--- src/rtl/cafetera_control_fsm.sv ---
// -----------------------------------------------------------------------------
// cafetera_control_fsm
//
// Sequencing controller for the coffee vending datapath. It edge-detects coin,
// product-selection and cancel inputs and keeps the coin credit. It checks the
// credit against the product price, times the dispense phase and returns change.
// It also drives the product/accept LEDs and the display-source select, and
// supplies the credit and price values to the display encoders.
//
// Ports:
//   clk                  in   1         system clock, rising edge
//   rst                  in   1         asynchronous active-high reset
//   Monedas              in   4         coin sensors (level, rising edge = coin)
//   seleccionador_4bits  in   4         product buttons (level, rising edge = request)
//   cancel               in   1         cancel button (level, rising edge = abort)
//   credit               out  CREDIT_W  accumulated credit
//   price                out  CREDIT_W  price of last selected product
//   change               out  CREDIT_W  last returned change, held
//   change_valid         out  1         one-clock pulse when change is issued
//   coin_reject          out  1         one-clock pulse when a coin is refused
//   LEDS_Seleccion       out  5         [3:0] one-hot product dispensing, [4] busy
//   LEDS_Aceptada        out  1         high while dispensing
//   display_sel          out  1         0 = show credit, 1 = show price
// -----------------------------------------------------------------------------
module cafetera_control_fsm #(
    parameter int CREDIT_W          = 8,
    parameter int COIN0_VAL         = 1,
    parameter int COIN1_VAL         = 2,
    parameter int COIN2_VAL         = 5,
    parameter int COIN3_VAL         = 10,
    parameter int PRICE0            = 6,
    parameter int PRICE1            = 8,
    parameter int PRICE2            = 10,
    parameter int PRICE3            = 12,
    parameter int MAX_CREDIT        = 99,
    parameter int DISPENSE_CYCLES   = 8,
    parameter int PRICE_SHOW_CYCLES = 4
) (
    input  logic                clk,
    input  logic                rst,
    input  logic [3:0]          Monedas,
    input  logic [3:0]          seleccionador_4bits,
    input  logic                cancel,
    output logic [CREDIT_W-1:0] credit,
    output logic [CREDIT_W-1:0] price,
    output logic [CREDIT_W-1:0] change,
    output logic                change_valid,
    output logic                coin_reject,
    output logic [4:0]          LEDS_Seleccion,
    output logic                LEDS_Aceptada,
    output logic                display_sel
);

    localparam int DCNT_W = $clog2(DISPENSE_CYCLES + 1);
    localparam int SCNT_W = $clog2(PRICE_SHOW_CYCLES + 1);

    typedef enum logic [1:0] {
        S_IDLE     = 2'd0,
        S_CREDIT   = 2'd1,
        S_DISPENSE = 2'd2,
        S_CHANGE   = 2'd3
    } state_t;

    // Credit units for a one-hot coin event.
    function automatic logic [CREDIT_W-1:0] coin_value(input logic [3:0] oh);
        logic [CREDIT_W-1:0] v;
        v = '0;
        case (oh)
            4'b0001: v = CREDIT_W'(COIN0_VAL);
            4'b0010: v = CREDIT_W'(COIN1_VAL);
            4'b0100: v = CREDIT_W'(COIN2_VAL);
            4'b1000: v = CREDIT_W'(COIN3_VAL);
            default: v = '0;
        endcase
        return v;
    endfunction

    // Price of a one-hot product request.
    function automatic logic [CREDIT_W-1:0] price_of(input logic [3:0] oh);
        logic [CREDIT_W-1:0] p;
        p = '0;
        case (oh)
            4'b0001: p = CREDIT_W'(PRICE0);
            4'b0010: p = CREDIT_W'(PRICE1);
            4'b0100: p = CREDIT_W'(PRICE2);
            4'b1000: p = CREDIT_W'(PRICE3);
            default: p = '0;
        endcase
        return p;
    endfunction

    // Ceiling check done one bit wider so the sum can never wrap.
    function automatic logic credit_fits(input logic [CREDIT_W:0] sum);
        return (sum <= (CREDIT_W+1)'(MAX_CREDIT));
    endfunction

    function automatic logic is_onehot4(input logic [3:0] v);
        return (v != 4'b0000) && ((v & (v - 4'd1)) == 4'b0000);
    endfunction

    state_t              r_state;
    logic [3:0]          r_mon_q;
    logic [3:0]          r_sel_q;
    logic                r_can_q;
    logic [CREDIT_W-1:0] r_credit;
    logic [CREDIT_W-1:0] r_price;
    logic [CREDIT_W-1:0] r_change;
    logic                r_change_valid;
    logic                r_coin_reject;
    logic [4:0]          r_leds_sel;
    logic                r_leds_acc;
    logic                r_disp_sel;
    logic [DCNT_W-1:0]   r_disp_cnt;
    logic [SCNT_W-1:0]   r_show_cnt;

    logic [3:0]          w_coin_ev;
    logic [3:0]          w_sel_ev;
    logic                w_can_ev;
    logic                w_coin_any;
    logic                w_coin_one;
    logic                w_sel_valid;
    logic [CREDIT_W-1:0] w_coin_val;
    logic [CREDIT_W-1:0] w_sel_price;
    logic [CREDIT_W:0]   w_sum;
    logic                w_can_buy;

    // Rising-edge events; edge registers reset to ones so a level held through
    // reset does not register as a fresh press.
    assign w_coin_ev   = Monedas & ~r_mon_q;
    assign w_sel_ev    = seleccionador_4bits & ~r_sel_q;
    assign w_can_ev    = cancel & ~r_can_q;
    assign w_coin_any  = (w_coin_ev != 4'b0000);
    assign w_coin_one  = is_onehot4(w_coin_ev);
    assign w_sel_valid = is_onehot4(w_sel_ev);
    assign w_coin_val  = coin_value(w_coin_ev);
    assign w_sel_price = price_of(w_sel_ev);
    assign w_sum       = {1'b0, r_credit} + {1'b0, w_coin_val};
    assign w_can_buy   = (r_credit >= w_sel_price);

    always_ff @(posedge clk or posedge rst) begin
        if (rst) begin
            r_state        <= S_IDLE;
            r_mon_q        <= 4'b1111;
            r_sel_q        <= 4'b1111;
            r_can_q        <= 1'b1;
            r_credit       <= '0;
            r_price        <= '0;
            r_change       <= '0;
            r_change_valid <= 1'b0;
            r_coin_reject  <= 1'b0;
            r_leds_sel     <= '0;
            r_leds_acc     <= 1'b0;
            r_disp_sel     <= 1'b0;
            r_disp_cnt     <= '0;
            r_show_cnt     <= '0;
        end else begin
            r_mon_q        <= Monedas;
            r_sel_q        <= seleccionador_4bits;
            r_can_q        <= cancel;
            r_change_valid <= 1'b0;
            r_coin_reject  <= 1'b0;

            // Price-show countdown; display_sel drops on the clock the count
            // reaches zero. Branches below may override (restart or clear).
            if (r_show_cnt != '0) begin
                r_show_cnt <= r_show_cnt - 1'b1;
                r_disp_sel <= (r_show_cnt > SCNT_W'(1));
            end

            case (r_state)
                S_IDLE, S_CREDIT: begin
                    if ((r_state == S_CREDIT) && w_can_ev) begin
                        // Abort: return the whole credit via CHANGE.
                        r_change       <= r_credit;
                        r_change_valid <= 1'b1;
                        r_credit       <= '0;
                        r_state        <= S_CHANGE;
                        r_coin_reject  <= w_coin_any;
                    end else if (w_sel_valid) begin
                        r_price       <= w_sel_price;
                        r_coin_reject <= w_coin_any;
                        if (w_can_buy) begin
                            r_credit   <= r_credit - w_sel_price;
                            r_leds_sel <= {1'b1, w_sel_ev};
                            r_leds_acc <= 1'b1;
                            r_disp_cnt <= DCNT_W'(DISPENSE_CYCLES);
                            r_disp_sel <= 1'b0;
                            r_show_cnt <= '0;
                            r_state    <= S_DISPENSE;
                        end else begin
                            // Short credit: show the price for a while.
                            r_disp_sel <= 1'b1;
                            r_show_cnt <= SCNT_W'(PRICE_SHOW_CYCLES);
                        end
                    end else if (w_coin_any) begin
                        r_disp_sel <= 1'b0;
                        r_show_cnt <= '0;
                        if (w_coin_one && credit_fits(w_sum)) begin
                            r_credit <= w_sum[CREDIT_W-1:0];
                            r_state  <= S_CREDIT;
                        end else begin
                            r_coin_reject <= 1'b1;
                        end
                    end
                end

                S_DISPENSE: begin
                    r_coin_reject <= w_coin_any;
                    if (r_disp_cnt == DCNT_W'(1)) begin
                        r_leds_sel <= '0;
                        r_leds_acc <= 1'b0;
                        r_disp_cnt <= '0;
                        if (r_credit != '0) begin
                            r_change       <= r_credit;
                            r_change_valid <= 1'b1;
                            r_credit       <= '0;
                            r_state        <= S_CHANGE;
                        end else begin
                            r_state <= S_IDLE;
                        end
                    end else begin
                        r_disp_cnt <= r_disp_cnt - 1'b1;
                    end
                end

                S_CHANGE: begin
                    // change/change_valid were issued on entry; this cycle
                    // only refuses coins and returns to IDLE.
                    r_coin_reject <= w_coin_any;
                    r_state       <= S_IDLE;
                end

                default: r_state <= S_IDLE;
            endcase
        end
    end

    assign credit         = r_credit;
    assign price          = r_price;
    assign change         = r_change;
    assign change_valid   = r_change_valid;
    assign coin_reject    = r_coin_reject;
    assign LEDS_Seleccion = r_leds_sel;
    assign LEDS_Aceptada  = r_leds_acc;
    assign display_sel    = r_disp_sel;

endmodule

--- config.mk ---
export PLATFORM = sky130hd
export DESIGN_NAME = cafetera_control_fsm
export DESIGN_NICKNAME = d
export VERILOG_FILES = /design/src/rtl/cafetera_control_fsm.sv
export SDC_FILE = /design/constraint.sdc
export NUM_CORES = 1
export LEC_CHECK = 0
export BUFFER_PORTS_ARGS = -buffer_cell sky130_fd_sc_hd__buf_2
export CAP_MARGIN = 20
export CORE_MARGIN = 5
export CORE_UTILIZATION = 45
export DETAILED_ROUTE_END_ITERATION = 6
export PLACE_DENSITY_LB_ADDON = 0.2
export SYNTH_ARGS = -nofsm -noshare
export SYNTH_HDL_FRONTEND = slang
export SYNTH_SLANG_ARGS = --single-unit
--- constraint.sdc ---
create_clock -name clk -period 7.92 [get_ports clk]
set_input_delay 2.376 -clock clk [delete_from_list [all_inputs] [get_ports clk]]
set_output_delay 2.376 -clock clk [all_outputs]
set_load 0.02 [all_outputs]
==> implementation parameters, run 1 <==
Parameter                              Value

Pwr
  Worst vdd ir    ~0.17 mV
  Power Density    395 mW/mm2
  Post-route total power    1.22 mW
  Leak    ~1.4 nW

Global routing
  Initial antenna violation count    0
  Overflow left after global routing    0
  Overall track demand over capacity in global routing    0.157
  Vias in the first global route    1961
  Largest net degree at the start of global routing    46
  Wire length of the first global-routing pass    9.54 mm

Layout
  Most common cell after layout, fill and taps aside    buf_2
  Number of diodes added for antenna fixing    0
  Area of the multi-input gates    0.00147 mm2
  Most frequent cells in the layout    39 x buf_2, 36 x dfrtp_1, 26 x nand2_1
  Share of layout cells above drive strength 1    0.286
  Number of cells in the finished layout apart from fillers    379
  Area overhead of the layout relative to synthesis    12.2%
  Fillcell total    556
  Net count reported at finish    328
  Sequential cell area    0.00114 mm2

Setup path
  Startpoint Class    input port
  Worst path bufs/invs    1
  Endpoint kind of the worst setup timing path    flop
  Critical-path top delay cell    nor4_4
  Type of the worst setup path    input port to flop
  Maximum net fanout on the critical path    7
  Signal arrival time at the worst endpoint    around 5.3 ns
  Worst path cell trace    buf_2 -> nor2b_1 -> xor2_1 -> o21ai_0 -> or2_2 -> ha_1 -> a21oi_1 -> nand2_1 -> nor4_4 -> a31oi_4 -> o21ai_4 -> mux2_4
  Dominant delay contributor by cell family on the critical path    simple AND/OR/NAND/NOR gates
  Worst path max stage delay    between 0.4 and 0.5 ns
  Required time at the worst-slack endpoint    8.11 ns

Logic synthesis
  Combinational family with the most area after synthesis    simple AND/OR/NAND/NOR gates
  Area fraction of the dominant cell type after synthesis    0.329
  Compound-gate portion of the synthesized area    0.170
  Number of instances in the synthesized netlist    267
  Dominant cell type by area after synthesis    dfrtp_1
  Warning count from the yosys run    0
  Number of distinct library cells after synthesis    62
  Multiplexer fraction of the synthesized cell area    0.0625
  Most instantiated flip-flop cell in the synthesis netlist    dfrtp_1
  Post-synthesis register bit count    45
  Post-synthesis xor/xnor area fraction    0.0319
  Share of synthesized flip-flops with an asynchronous set or reset    1.00
  Adder-cell area share of the yosys netlist    0.0694
  EDFF count, synth    0
  Simple-gate share of the synthesized area    0.196
  Area of the mapped netlist    0.00274 mm2
  Synth Area per Inst    10.3 um2
  Dominant cells by area after synthesis    dfrtp_1 33%, dfstp_2 8.6%, ha_1 5.5%
  Share of the yosys chip area belonging to registers    0.415

STA
  Number of failing hold endpoints at the final stage    0
  Setup Total Neg Slack    0 ns
  Slew at the pin with the worst max-slew slack    0.795 ns
  Final setup violating endpoints    0
  Maximum clock skew at final layout    0.00622 ns
  Max-slew violation count    0
  Minimum period implied by the final worst setup slack    5.06 ns
  Tightest slew margin relative to the limit    0.469
  Fmax achieved    0.198 GHz
  Unrepaired setup endpoints after global routing    no
  Final worst-path cycle share    0.639
  Final setup slack of the worst path    2.86 ns

Clocking
  CTS buffer count    5
  Clock tree from TritonCTS    done
  Cts-stage hold buffer count    0
  Clock latency on the worst-skew pair    approximately 0.30 ns
  Setup fix buffers added after clock tree synthesis    0
  CTS root buf    clkbuf_8
  Total clock sinks    45
  Clock transition at the registers of the reported paths    0.09 ns
  Worst-case clock buffer depth    2
  Number of levels the H-tree was split into    2
  Post-CTS resize count    0

Detailed routing
  First-pass DRT Iterations    4
  Number of antenna-violating nets in the routed design    0
  Routed vias/inst    5.49
  Detailed-route wire length per cell    14.8 um
  Routed via count    2080
  DRC violations left    0
  Wire length reported by the detailed router    around 5.6 mm
  Iter 0 DRT Violations    120

Die
  I/O Pins    44
  Floorplan core area    0.00592 mm2
  Row count    28
  Floorplan die height    88.1 um
  Area of the die    0.00775 mm2
  Width of the die    88.1 um
  Starting utilization of the core area    0.463

Placement
  Global placement routability congestion    0.796
  Pre-CTS setup slack    between 2 and 3 ns
  Number of buffers inserted by port buffering    38
  Sum of net half-perimeters after detailed placement    4.09 mm
  Placed instance count    369

Run status
  Run status    completed

Hold path
  Kind of path behind the tightest hold check    flop to flop

Job
  Max-cap violation count    0
[cell families after synthesis]
kind of cell	after synthesis
simple gates	94
compound gates	63
flops	45
buf+inv	25
mux	15
fa+ha+maj	14
xor+xnor	10
other cells	1
[stage by stage]
step,cell area (um2),hold slack [ns],utilization
after floorplan,2760,0.482,-
after global placement,2930,0.477,0.495
after detailed placement,2930,0.470,0.495
after CTS,3050,0.507,0.515
after global routing,3080,0.521,0.519
final,3080,0.502,0.519
[where the power goes]
part	internal, mW	switching (mW)
Clock	0.103	0.0805
Combinational	0.262	0.375
Sequential	0.316	0.0794
Total	0.680	0.535
[synth_stat cells (4+ instances only)]
cell type  number
nor2b_1         7
inv_1          10
dfrtp_1        36
nand2_1        26
a211oi_1        5
mux2_2          9
a22o_1          4
o21ai_0        17
xnor2_1         7
o221ai_1        4
mux2i_1         4
clkbuf_1        4
dfstp_2         9
nand2b_1        6
nor2_1         16
a21oi_1         7
nor3_1          6
buf_4           6
ha_1           12
o2bb2ai_1       4
buf_6           4
[flip-flops by register name (all words and copies together) (netlist names)]
register / flops
change_valid: 1
r_sel_q: 4
display_sel: 1
LEDS_Seleccion: 5
credit: 8
coin_reject: 1
price: 3
r_mon_q: 4
r_disp_cnt: 4
r_can_q: 1
r_state: 2
r_show_cnt: 3
change: 8
[metal layers]
layer / GRT usage / up-vias / share of wire
met5: 0 / - / 0
met4: 0.0495 / 0 / 0.014
met3: 0.0329 / 5 / 0.053
met2: 0.245 / 53 / 0.47
met1: 0.218 / 1002 / 0.47
li1: - / 1020 / -
[worst register-to-register path, cell delays in order (launching register included)]
cell     delay (ns)
dfstp_2        0.37
nor2b_1        0.41
xor2_1         0.18
o21ai_0        0.08
or2_2          0.29
ha_1           0.35
a21oi_1        0.15
nand2_1        0.15
nor4_4         0.44
a31oi_4        0.21
o21ai_4        0.20
mux2_4         0.32
[path summary, 6_finish.rpt]
| path | from | endpoint | slack [ns] | depth (start not counted) |
|---|---|---|---|---|
| min | LEDS_Seleccion[4] | LEDS_Seleccion[4] | 0.50 | 1 |
| min in group asynchronous | rst | r_disp_cnt[0] | 2.02 | 2 |
| min reg2reg | LEDS_Seleccion[4] | LEDS_Seleccion[4] | 0.50 | 1 |
| max | seleccionador_4bits[2] | credit[2] | 2.86 | 12 |
| max reg2reg | r_sel_q[2] | credit[2] | 4.67 | 11 |
| max in group asynchronous | rst | r_sel_q[2] | 5.37 | 3 |
[layout make-up]
| class | instances | area share |
|---|---|---|
| clock inverter | 2 | 0.0122 |
| multi-input combinational | 201 | 0.478 |
| clock buffer | 6 | 0.0269 |
| timing repair buffer | 40 | 0.0700 |
| inverter | 10 | 0.0122 |
| sequential | 45 | 0.370 |
| tap | 75 | 0.0305 |
Note: power is estimated with default switching activity, not from simulation.
==> run 2: changes to the inputs <==
- clock period: 7.92 -> 4.6 ns (I/O delays scaled with it)
==> implementation parameters, run 2 (same netlist as run 1, synthesis figures left out) <==
Parameter                              Value

Global routing
  Fraction of met2 tracks used by global routing    0.262
  Overflow left after global routing    0
  Vias in the first global route    just over 2000
  Overall track demand over capacity in global routing    0.161
  Largest net degree at the start of global routing    46
  Fraction of met3 tracks used by global routing    0.0245
  Busiest layer in global routing    met2
  Initial antenna violation count    0
  Global-route track usage on met1    0.217
  Wire length of the first global-routing pass    9.75 mm

Die
  Floorplan die height    ~88 um
  I/O Pins    44
  Area of the die    a little under 0.008 mm2
  Width of the die    approximately 90 um
  Floorplan core area    0.00592 mm2
  Starting utilization of the core area    0.463
  Row count    28

Clocking
  Cts-stage hold buffer count    0
  Clock tree from TritonCTS    done
  Post-CTS resize count    0
  Worst-case clock buffer depth    2
  Number of levels the H-tree was split into    2
  Clock latency on the worst-skew pair    0.30 ns
  Clock transition at the registers of the reported paths    0.08 ns
  CTS buffer count    5
  CTS root buf    clkbuf_8
  Total clock sinks    45
  Setup fix buffers added after clock tree synthesis    0

STA
  Slew at the pin with the worst max-slew slack    0.933 ns
  Fmax achieved    0.247 GHz
  Final setup slack of the worst path    0.555 ns
  Final worst-path cycle share    0.879
  Number of failing hold endpoints at the final stage    0
  Final setup violating endpoints    0
  Setup Total Neg Slack    0 ns
  Max-slew violation count    0
  Maximum clock skew at final layout    0.0101 ns
  Minimum period implied by the final worst setup slack    a little over 4 ns
  Unrepaired setup endpoints after global routing    no
  Tightest slew margin relative to the limit    0.378

Layout
  Number of diodes added for antenna fixing    0
  Most frequent cells in the layout    38 x buf_2, 36 x dfrtp_1, 26 x nand2_1
  Final core utilization    0.514
  Net count reported at finish    330
  Fillcell total    ~560
  Share of layout cells above drive strength 1    0.284
  Final cell area excluding filler cells    0.00304 mm2
  Most common cell after layout, fill and taps aside    buf_2
  Area overhead of the layout relative to synthesis    11.0%

Placement
  Sum of net half-perimeters after detailed placement    4.26 mm
  Pre-CTS setup slack    0.280 ns
  Placed Instance Area    0.00296 mm2
  Number of buffers inserted by port buffering    38
  Global placement routability congestion    approximately 0.82

Setup path
  Endpoint kind of the worst setup timing path    flop
  Internal reg-to-reg setup slack    1.38 ns
  Type of the worst setup path    input port to flop
  Reg2reg path depth    12
  Maximum net fanout on the critical path    11
  Signal arrival time at the worst endpoint    4.23 ns
  Start of the worst register-to-register path    r_mon_q[0]
  Capturing point of the worst reg2reg path    credit[3]
  Crit path capture    credit[3]
  Startpoint Class    input port
  Origin of the worst setup path    Monedas[0]
  Required time at the worst-slack endpoint    4.79 ns

Detailed routing
  Detailed-route wire length per cell    15.1 um
  DRC violations left    0
  Routed via count    2067
  Routed vias/inst    5.43
  Number of antenna-violating nets in the routed design    0
  Iter 0 DRT Violations    135
  Wire length reported by the detailed router    slightly below 6 mm
  First-pass DRT Iterations    4

Run status
  Run status    completed

Pwr
  Worst vdd ir    0.326 mV
  Leak    around 1.4 nW
  Power Density    671 mW/mm2

Hold path
  Kind of path behind the tightest hold check    flop to flop

Job
  Max-cap violation count    0
run 2: changes by cell type in the layout (fill, tap and decap cells not counted):
cell / before / now
clkbuf_1: 0 / 2
buf_2: 39 / 38
bufinv_16: 1 / 0
buf_12: 1 / 0
clkbuf_8: 6 / 5
buf_4: 0 / 4
run 2: power by group:
group | switching, mW | internal [mW]
clock network | 0.135 | 0.108
registers | 0.139 | 0.543
logic | 0.655 | 0.462
total | 0.929 | 1.11
run 2: metal layers:
layer,up-vias,part of all wire
met4,0,0.016
met2,41,0.47
met1,992,0.48
li1,1025,-
met3,9,0.037
met5,-,0
run 2: final cells by class:
type / count / area (um2) / area share
well taps: 75 / 93.8 / 0.0308
multi-input cells: 201 / 1470 / 0.483
repair buffers: 42 / 220 / 0.0723
clock inverters: 1 / 7.51 / 0.00247
inverters: 10 / 37.5 / 0.0123
clock buffers: 7 / 76.3 / 0.0251
flip-flops and latches: 45 / 1140 / 0.374
run 2: critical path, cell delays in order:
cell and delay, ns:
buf_2 0.09, nor2b_1 0.39, xnor2_1 0.17, nor3_1 0.06, ha_1 0.24, fa_1 0.47
nand3_1 0.14, and2_1 0.23, nand4_1 0.11, a211oi_1 0.23, and3_4 0.30, o21ai_4 0.11
mux2_4 0.31
run 2: metrics by stage:
step | instances | hold WS, ns | power [mW]
CTS | 381 | 0.497 | 2.06
global route | 381 | 0.518 | 2.21
detailed placement | 373 | 0.470 | 1.81
global placement | 373 | 0.477 | 1.79
finish | 381 | 0.494 | 2.04
floorplan | 271 | 0.482 | 1.53
run 2: how the worst min path moves through the flow:
| stage | slack (ns) | startpoint | endpoint | depth (start not counted) |
|---|---|---|---|---|
| finish | 0.49 | LEDS_Seleccion[4] | LEDS_Seleccion[4] | 1 |
| global route | 0.52 | change[1] | change[1] | 1 |
| CTS | 0.50 | LEDS_Seleccion[4] | LEDS_Seleccion[4] | 1 |
| detailed placement | 0.47 | price[3] | price[3] | 2 |
| global placement | 0.48 | price[2] | price[2] | 2 |
| floorplan | 0.48 | r_disp_cnt[0] | r_disp_cnt[0] | 1 |
